==> src/rtl/syscon_pkg.sv <==
// Shared constants for the system clock/reset controller.
// Stretch length helper: cycles rst stays high after a request releases.
package syscon_pkg;

  localparam int SYSCON_CNT_W_DEF = 5;

  function automatic int syscon_stretch_len(input int w);
    return (1 << w) - 1;
  endfunction

endpackage

==> src/rtl/sys_clk_rst_ctrl_if.sv <==
// Wishbone system clock/reset bundle; master drives it, every consumer uses slave.
// Pure wiring, no latency or backpressure.
interface sys_clk_rst_ctrl_if;
  logic clk_i;
  logic rst_i;
  logic nrst_i;

  modport master (output clk_i, output rst_i, output nrst_i);
  modport slave  (input  clk_i, input  rst_i, input  nrst_i);
endinterface

==> src/rtl/syscon_sync2.sv <==
// Two-flop synchronizer for an asynchronous level, powering up at 0.
// Latency: 2 edges; no backpressure.
module syscon_sync2 (
  input  logic i_clk,
  input  logic i_d,
  output logic o_q
);

  // Power-up 0 makes the synced input read as "reset requested" until settled.
  logic [1:0] r_sync = 2'b00;

  always_ff @(posedge i_clk) begin
    r_sync <= {r_sync[0], i_d};
  end

  assign o_q = r_sync[1];

endmodule

==> src/rtl/sys_clk_rst_ctrl.sv <==
// Board clock pass-through plus glitch-free stretched Wishbone reset; SYSCON_RST_SYNC_EN adds input synchronizers.
// Latency: assert 1 edge, hold 2^CNT_W-1 edges after release (+2 each with sync); no backpressure.
module sys_clk_rst_ctrl
  import syscon_pkg::*;
#(
  parameter int CNT_W = SYSCON_CNT_W_DEF
) (
  input  logic                 clk_sys_i,
  input  logic                 nrst_sys_i,
  input  logic                 pll_locked_i,
  sys_clk_rst_ctrl_if.master   sys
);

  logic             w_nrst;
  logic             w_locked;
  logic             w_req;
  logic [CNT_W-1:0] r_cnt = CNT_W'(1);

`ifdef SYSCON_RST_SYNC_EN
  syscon_sync2 u_sync_nrst (
    .i_clk (clk_sys_i),
    .i_d   (nrst_sys_i),
    .o_q   (w_nrst)
  );

  syscon_sync2 u_sync_lock (
    .i_clk (clk_sys_i),
    .i_d   (pll_locked_i),
    .o_q   (w_locked)
  );
`else
  assign w_nrst   = nrst_sys_i;
  assign w_locked = pll_locked_i;
`endif

  assign w_req = ~w_nrst | ~w_locked;

  // Counter wraps to 0 to end the stretch; any request restarts it at 1.
  always_ff @(posedge clk_sys_i) begin
    if (w_req) begin
      r_cnt <= CNT_W'(1);
    end else if (r_cnt != '0) begin
      r_cnt <= r_cnt + CNT_W'(1);
    end
  end

  assign sys.clk_i  = clk_sys_i;
  assign sys.rst_i  = |r_cnt;
  assign sys.nrst_i = ~(|r_cnt);

endmodule

==> src/flat_wrapper.sv <==
// flat-port wrapper written by rule: the top's interface ports become plain ports
module sys_clk_rst_ctrl_flat import syscon_pkg::*;
#(
  parameter int CNT_W = SYSCON_CNT_W_DEF
)
  (clk_sys_i, nrst_sys_i, pll_locked_i, sys_clk_i, sys_rst_i, sys_nrst_i);
  sys_clk_rst_ctrl_if sys_i ();
  input  logic clk_sys_i;
  input  logic nrst_sys_i;
  input  logic pll_locked_i;
  output wire logic [$bits(sys_i.clk_i)-1:0] sys_clk_i;
  output wire logic [$bits(sys_i.rst_i)-1:0] sys_rst_i;
  output wire logic [$bits(sys_i.nrst_i)-1:0] sys_nrst_i;
  assign sys_clk_i = sys_i.clk_i;
  assign sys_rst_i = sys_i.rst_i;
  assign sys_nrst_i = sys_i.nrst_i;
  sys_clk_rst_ctrl #(.CNT_W(CNT_W)) u_core (.clk_sys_i(clk_sys_i), .nrst_sys_i(nrst_sys_i), .pll_locked_i(pll_locked_i), .sys(sys_i));
endmodule
==> config.mk <==
export PLATFORM = sky130hd
export DESIGN_NAME = sys_clk_rst_ctrl_flat
export DESIGN_NICKNAME = d
export VERILOG_FILES = /design/src/rtl/syscon_pkg.sv /design/src/rtl/sys_clk_rst_ctrl_if.sv /design/src/rtl/syscon_sync2.sv /design/src/rtl/sys_clk_rst_ctrl.sv /design/src/flat_wrapper.sv
export SDC_FILE = /design/constraint.sdc
export NUM_CORES = 1
export LEC_CHECK = 0
export CAP_MARGIN = 20
export CORE_AREA = 2 2 39 41
export CTS_CLUSTER_DIAMETER = 80
export DETAILED_ROUTE_END_ITERATION = 16
export DIE_AREA = 0 0 41 43
export PLACE_DENSITY = 0.36
export SYNTH_ARGS = -nofsm -noshare
export SYNTH_HDL_FRONTEND = slang
export SYNTH_HIERARCHICAL = 1
export SYNTH_SLANG_ARGS = --single-unit
==> constraint.sdc <==
create_clock -name clk_sys_i -period 1.5 [get_ports clk_sys_i]
set_input_delay 0.3 -clock clk_sys_i [delete_from_list [all_inputs] [get_ports clk_sys_i]]
set_output_delay 0.3 -clock clk_sys_i [all_outputs]
set_load 0.02 [all_outputs]
==> results of run 1 <==
==> report_power, final <==
part | switching [mW] | leakage, nW | total, mW | internal (mW)
clock | 0.128 | 0.0327 | 0.335 | 0.208
sequential | 0.00398 | 0.0408 | 0.144 | 0.140
combinational | 0.0359 | 0.119 | 0.0853 | 0.0495
==> critical path, stage by stage (launching register included) <==
cell,delay [ns]
dfxtp_2,0.32
inv_2,0.07
ha_4,0.12
nor4b_4,0.21
buf_4,0.17
buf_6,0.11
==> worst max path at each step <==
stage | from | endpoint | slack, ns | cells after the start
after floorplan | u_core/r_cnt[0] | sys_rst_i | 0.04 | 4
after global placement | u_core/r_cnt[0] | sys_nrst_i | -0.28 | 4
after detailed placement | u_core/r_cnt[0] | sys_nrst_i | -0.31 | 4
after CTS | u_core/r_cnt[0] | sys_nrst_i | -0.17 | 5
after global routing | u_core/r_cnt[1] | sys_nrst_i | -0.24 | 5
final | u_core/r_cnt[1] | sys_nrst_i | -0.16 | 5
==> Yosys cell counts <==
cell type | instances | area share
inv_1 | 3 | 0.045
xnor2_1 | 2 | 0.070
nor4b_4 | 1 | 0.095
xor2_1 | 2 | 0.070
nor3_1 | 2 | 0.040
ha_1 | 2 | 0.10
nand2_1 | 1 | 0.015
nor2_1 | 2 | 0.030
dfxtp_1 | 5 | 0.40
buf_4 | 1 | 0.030
nand3_1 | 3 | 0.060
mux2i_1 | 1 | 0.040
==> timing repair <==
item | CTS | global route
gates resized for setup | 21 | 1
pin swaps | 1 | 1
setup buffers | 3 | 0
setup endpoints to repair | 3 | 3
==> metal layers <==
layer | part of all wire | vias to the layer above | wire length (um)
li1 | - | 121 | -
met3 | 0.039 | 2 | 24
met2 | 0.55 | 5 | 338
met1 | 0.39 | 104 | 238
met4 | 0.023 | 0 | 14
met5 | 0 | - | 0
==> cells by family (layout without fill, tap and decap cells) <==
group         count (synthesis)  in the layout
simple gates                  9              9
xor+xnor                      4              4
mux                           1              1
flops                         5              5
buf+inv                       4             24
fa+ha+maj                     2              2
==> final cells by class <==
cell class | instances | area [um2]
flip-flops and latches | 5 | 103
repair buffers | 13 | 110
well taps | 16 | 20.0
fillers | 157 | 943
clock buffers | 8 | 53.8
multi-input cells | 16 | 143
inverters | 3 | 11.3
==> stage by stage <==
stage / instance area [um2] / setup WS, ns / util
4_1_cts: 447 / -0.165 / 0.323
5_1_grt: 440 / -0.239 / 0.318
2_1_floorplan: 249 / 0.0411 / -
3_5_place_dp: 364 / -0.312 / 0.263
3_3_place_gp: 364 / -0.285 / 0.263
6_report: 440 / -0.157 / 0.318
==> layout by cell type, fill, tap and decap left out, drive strengths merged <==
cell type and instances:
buf 12, clkbuf 7, dfxtp 5, inv 3
nand3 3, clkdlybuf4s50 2, xnor2 2, nor3 2
nor2 2, xor2 2, ha 2, nor4b 1
nand2 1, mux2i 1
==> reports/results.ini, run 1 <==
[worst_setup_path]
worst-path-max-fanout = 2
crit_type = reg -> out
endpoint_kind = output pin
worstReg2RegStart = u_core/r_cnt[1]
reg2reg_depth = 7
worstPathRequired_ns = 1.20
r2r_end = u_core/r_cnt[1]
r2r_setup_slack_ns = 0.13
start_kind = register
cp.arrival_ns = 1.36

[logic_synthesis]
synth-compound-area-share = 0
synth-xor-area-share = 0.141
synth_nets = 30
yosys.area_share.adder = 0.101
yosys_warnings = 6
syn_area_um2 = 249
synth_seq_area_share = 0.402
yosys_register_bits = 5
synth_top_family_by_area = simple AND/OR/NAND/NOR gates
synthCells = 25
synth_cell_types = 12
synth-simple-area-share = 0.241
synthMuxAreaShare = 0.0402
avgSynthCellArea_um2 = 9.96

[clock_tree]
clk_latency_ns = 0.36
holdBufCountCts = 0
cts_tree = yes
path_clk_slew_ns = 0.04

[final_layout]
top_register = u_core/r_cnt
diodes = 0
stdcell_count = 61
largest_reg_flops = 5
top_regs = u_core/r_cnt (5)
synthToLayoutAreaGrowth_pct = 76.9
nets = 51
drive_above_1_share = 0.556

[sta]
setup_viol = 2
totalNegativeSetupSlack_ns = -0.228
fin_crit_sh = 1.10
rsz0062_at_grt = yes
period_needed_ns = 1.66
finalHoldViolCount = 0
worst_pin_slew_ns = 0.236
slew_headroom = 0.842
drv_slew = 0
fin_ws_ns = -0.157
fin_skew_ns = 0.000281
max_clock_freq_mhz = 603
finalHoldWorstSlack_ns = 0.458

[global_routing]
grt_pass1_vias = 316
antenna_found_initial = 0
use_met2 = 0.144
grt.busiest_layer = met4
grt_pass1_wl_mm = 1.17
track_usage = 0.121
use_met3 = 0.0785
grtUsageMet1 = 0.0909
grt_max_degree = 5
grt-ovfl-total = 0

[power_and_ir_drop]
ir_drop_v = 0.000581
leakage_nw = 0.192
power_density_nw_per_um2 = 1280
p_total_mw = 0.565

[placement]
gp_congestion = 0.750
hpwl_um = 374
dp.cells = 52
port_buffers = 5

[worst_hold_path]
holdPathStages = 2
hold_path.class = in -> reg
hold_end = u_core/r_cnt[0]
hold_path.startpoint = pll_locked_i

[die]
fp.coreArea_um2 = 1380
ioPinCount = 6
die_area_um2 = 1760
die_w_um = 41
die_h_um = 43
rows = 14
start_util = 0.180

[job]
maxCapViolCount = 0

[routing]
ant_nets = 0
viasPerCell = 3.80
drt_first_iter_violations = 1
firstDrtPassIters = 2
via_count = 232
wirelength_um = 616
drc = 0
wl_per_cell_um = 10.1

[run_status]
violations = negative setup slack
outcome = complete, but fails checks

Power figures use the tool's default switching activity.
==> inputs of run 2 (changes only) <==
--- a/config.mk
+++ b/config.mk
@@ -10,7 +10,7 @@
 export CTS_CLUSTER_DIAMETER = 80
 export DETAILED_ROUTE_END_ITERATION = 16
 export DIE_AREA = 0 0 41 43
-export PLACE_DENSITY = 0.36
+export PLACE_DENSITY = 0.44
 export SYNTH_ARGS = -nofsm -noshare
 export SYNTH_HDL_FRONTEND = slang
 export SYNTH_HIERARCHICAL = 1
==> run 2 against run 1 <==
Net effect: the run still ends with negative setup slack left; die area unchanged; routed wire length down 3.1%; critical path depth rose by 1; non-clock buffer count increased by 2; via count up 4.3%; count of clock-buffer cells in the layout stayed put; sequential share of layout area down 1.3 points; critical endpoint is now sys_rst_i; largest power group unchanged.
==> reports/results.ini, run 2 (synthesis results as in run 1) <==
[clock_tree]
holdBufCountCts = 0  ; unchanged
clk_latency_ns = 0.34  ; -0.02 ns
path_clk_slew_ns = 0.04  ; about the same
cts_tree = yes

[worst_setup_path]
crit_top_cell = inv_2
start_kind = register
crit_path_cell_trace = inv_2 -> ha_4 -> nor4b_4 -> buf_4 -> inv_2 -> buf_6
endpoint_kind = output pin
cp_num_buf_inv = 4  ; +1
r2r_setup_slack_ns = 0.11  ; -0.02 ns
crit_type = reg -> out
worstPathRequired_ns = 1.20  ; about the same
worst-path-max-fanout = 2  ; unchanged
crit_family = buffers and inverters
cp.arrival_ns = 1.35  ; about the same
critPathMaxStageDelay_ns = 0.32  ; about the same
critical-path-slowest-cell = dfxtp_2

[routing]
wl_per_cell_um = 9.48  ; -6.2%
viasPerCell = 3.84  ; +1.0%
ant_nets = 0  ; unchanged
wirelength_um = 597  ; -3.1%
drc = 0  ; unchanged
firstDrtPassIters = 2  ; unchanged
drt_first_iter_violations = 1  ; unchanged
via_count = 242  ; +4.3%

[sta]
fin_ws_ns = -0.150  ; +0.00710 ns
rsz0062_at_grt = yes
max_clock_freq_mhz = 606  ; +0.43%
drv_slew = 0  ; unchanged
slew_headroom = 0.854  ; +0.0125
setup_viol = 2  ; unchanged
fin_crit_sh = 1.10  ; -0.00473
worst_pin_slew_ns = 0.218  ; -0.0187 ns
finalHoldViolCount = 0  ; unchanged
period_needed_ns = 1.65  ; -0.00710 ns
fin_skew_ns = 0.00462  ; +0.00434 ns

[final_layout]
layout_common_cells = 9 x buf_4, 6 x clkbuf_4, 4 x buf_6, 4 x dfxtp_1
layout_commonest_cell = buf_4
nets = 53  ; +3.9%
top_regs = u_core/r_cnt (5)
largest_reg_flops = 5  ; unchanged
synthToLayoutAreaGrowth_pct = 85.4
diodes = 0  ; unchanged
postLayoutCoreUtil = 0.334  ; +0.0154
drive_above_1_share = 0.553  ; -0.00236
final_area_um2 = 462  ; +4.8%
fill_cells = 154  ; -1.9%
top_register = u_core/r_cnt

[die]
ioPinCount = 6  ; unchanged
fp.coreArea_um2 = 1380  ; unchanged
start_util = 0.180  ; unchanged
die_w_um = 41  ; unchanged
die_area_um2 = 1760  ; unchanged
die_h_um = 43  ; unchanged
rows = 14  ; unchanged

[power_and_ir_drop]
power_density_nw_per_um2 = 1210  ; -5.3%
ir_drop_v = 0.000440  ; -24%
leakage_nw = 0.204  ; +6.2%
p_total_mw = 0.561  ; -0.70%

[global_routing]
track_usage = 0.101  ; -0.0203
grt-ovfl-total = 0  ; unchanged
grt_max_degree = 5  ; unchanged
grt_pass1_wl_um = 993  ; -15%
grt_pass1_vias = 277  ; -12%
antenna_found_initial = 0  ; unchanged

[placement]
hpwl_um = 439  ; +17%
port_buffers = 5  ; unchanged
gp_congestion = 0.628  ; -16%
place_area_um2 = 372  ; +2.1%

[run_status]
outcome = complete, but fails checks
violations = negative setup slack

[job]
maxCapViolCount = 0  ; unchanged

[worst_hold_path]
hold_path.class = in -> reg

==> run 2: cell types whose count changed in the layout (fill, tap and decap cells not counted) <==
| cell | previous run | this run |
|---|---|---|
| buf_6 | 2 | 4 |
| dfxtp_2 | 2 | 1 |
| dfxtp_1 | 3 | 4 |
==> run 2: area by class of cell <==
type                    instances  area (um2)  share of cell area
multi-input cells              16         143               0.309
repair buffers                 15         133               0.287
flip-flops and latches          5         101               0.220
clock buffers                   8        53.8               0.117
well taps                      16        20.0              0.0434
inverters                       3        11.3              0.0244
==> run 2: power breakdown <==
part           switching (mW)  total [mW]  internal, mW
logic                  0.0369      0.0934        0.0565
registers             0.00432       0.144         0.139
clock network           0.117       0.323         0.207
total                   0.158       0.561         0.403
==> run 2: path summary, 6_finish.rpt <==
| check | from | to | cells past startpoint |
|---|---|---|---|
| max | u_core/r_cnt[0] | sys_rst_i | 6 |
| min | pll_locked_i | u_core/r_cnt[0] | 2 |
| max reg2reg | u_core/r_cnt[0] | u_core/r_cnt[1] | 8 |
| min reg2reg | u_core/r_cnt[1] | u_core/r_cnt[1] | 3 |
==> run 2: per-stage QoR <==
stage | instances | setup TNS, ns | setup WS [ns] | hold slack, ns
global route | 63 | -0.503 | -0.258 | 0.467
detailed placement | 53 | -0.598 | -0.318 | 0.616
global placement | 53 | -0.460 | -0.248 | 0.594
floorplan | 25 | 0 | 0.0411 | 0.372
finish | 63 | -0.279 | -0.150 | 0.494
CTS | 62 | -0.243 | -0.167 | 0.479
==> run 2: layer usage <==
layer | part of all wire | track usage | up-vias
li1 | - | - | 124
met1 | 0.36 | 0.0710 | 110
met2 | 0.58 | 0.138 | 8
met3 | 0.057 | 0.0785 | 0
met4 | 0 | 0.127 | 0
met5 | 0 | 0 | -
==> run 2: timing repair <==
action,in CTS,in global routing
pin swaps,1,1
cloned,0,0
buffers inserted,2,2
gates resized for setup,21,2
endpoints found under the setup margin,3,4
==> run 2: worst reg2reg max path: stages (launching register included) <==
cell     delay, ns
dfxtp_2       0.32
inv_2         0.07
ha_4          0.12
nor4b_4       0.20
buf_4         0.17
buf_6         0.09
buf_6         0.09
mux2i_1       0.16
nor2_1        0.06
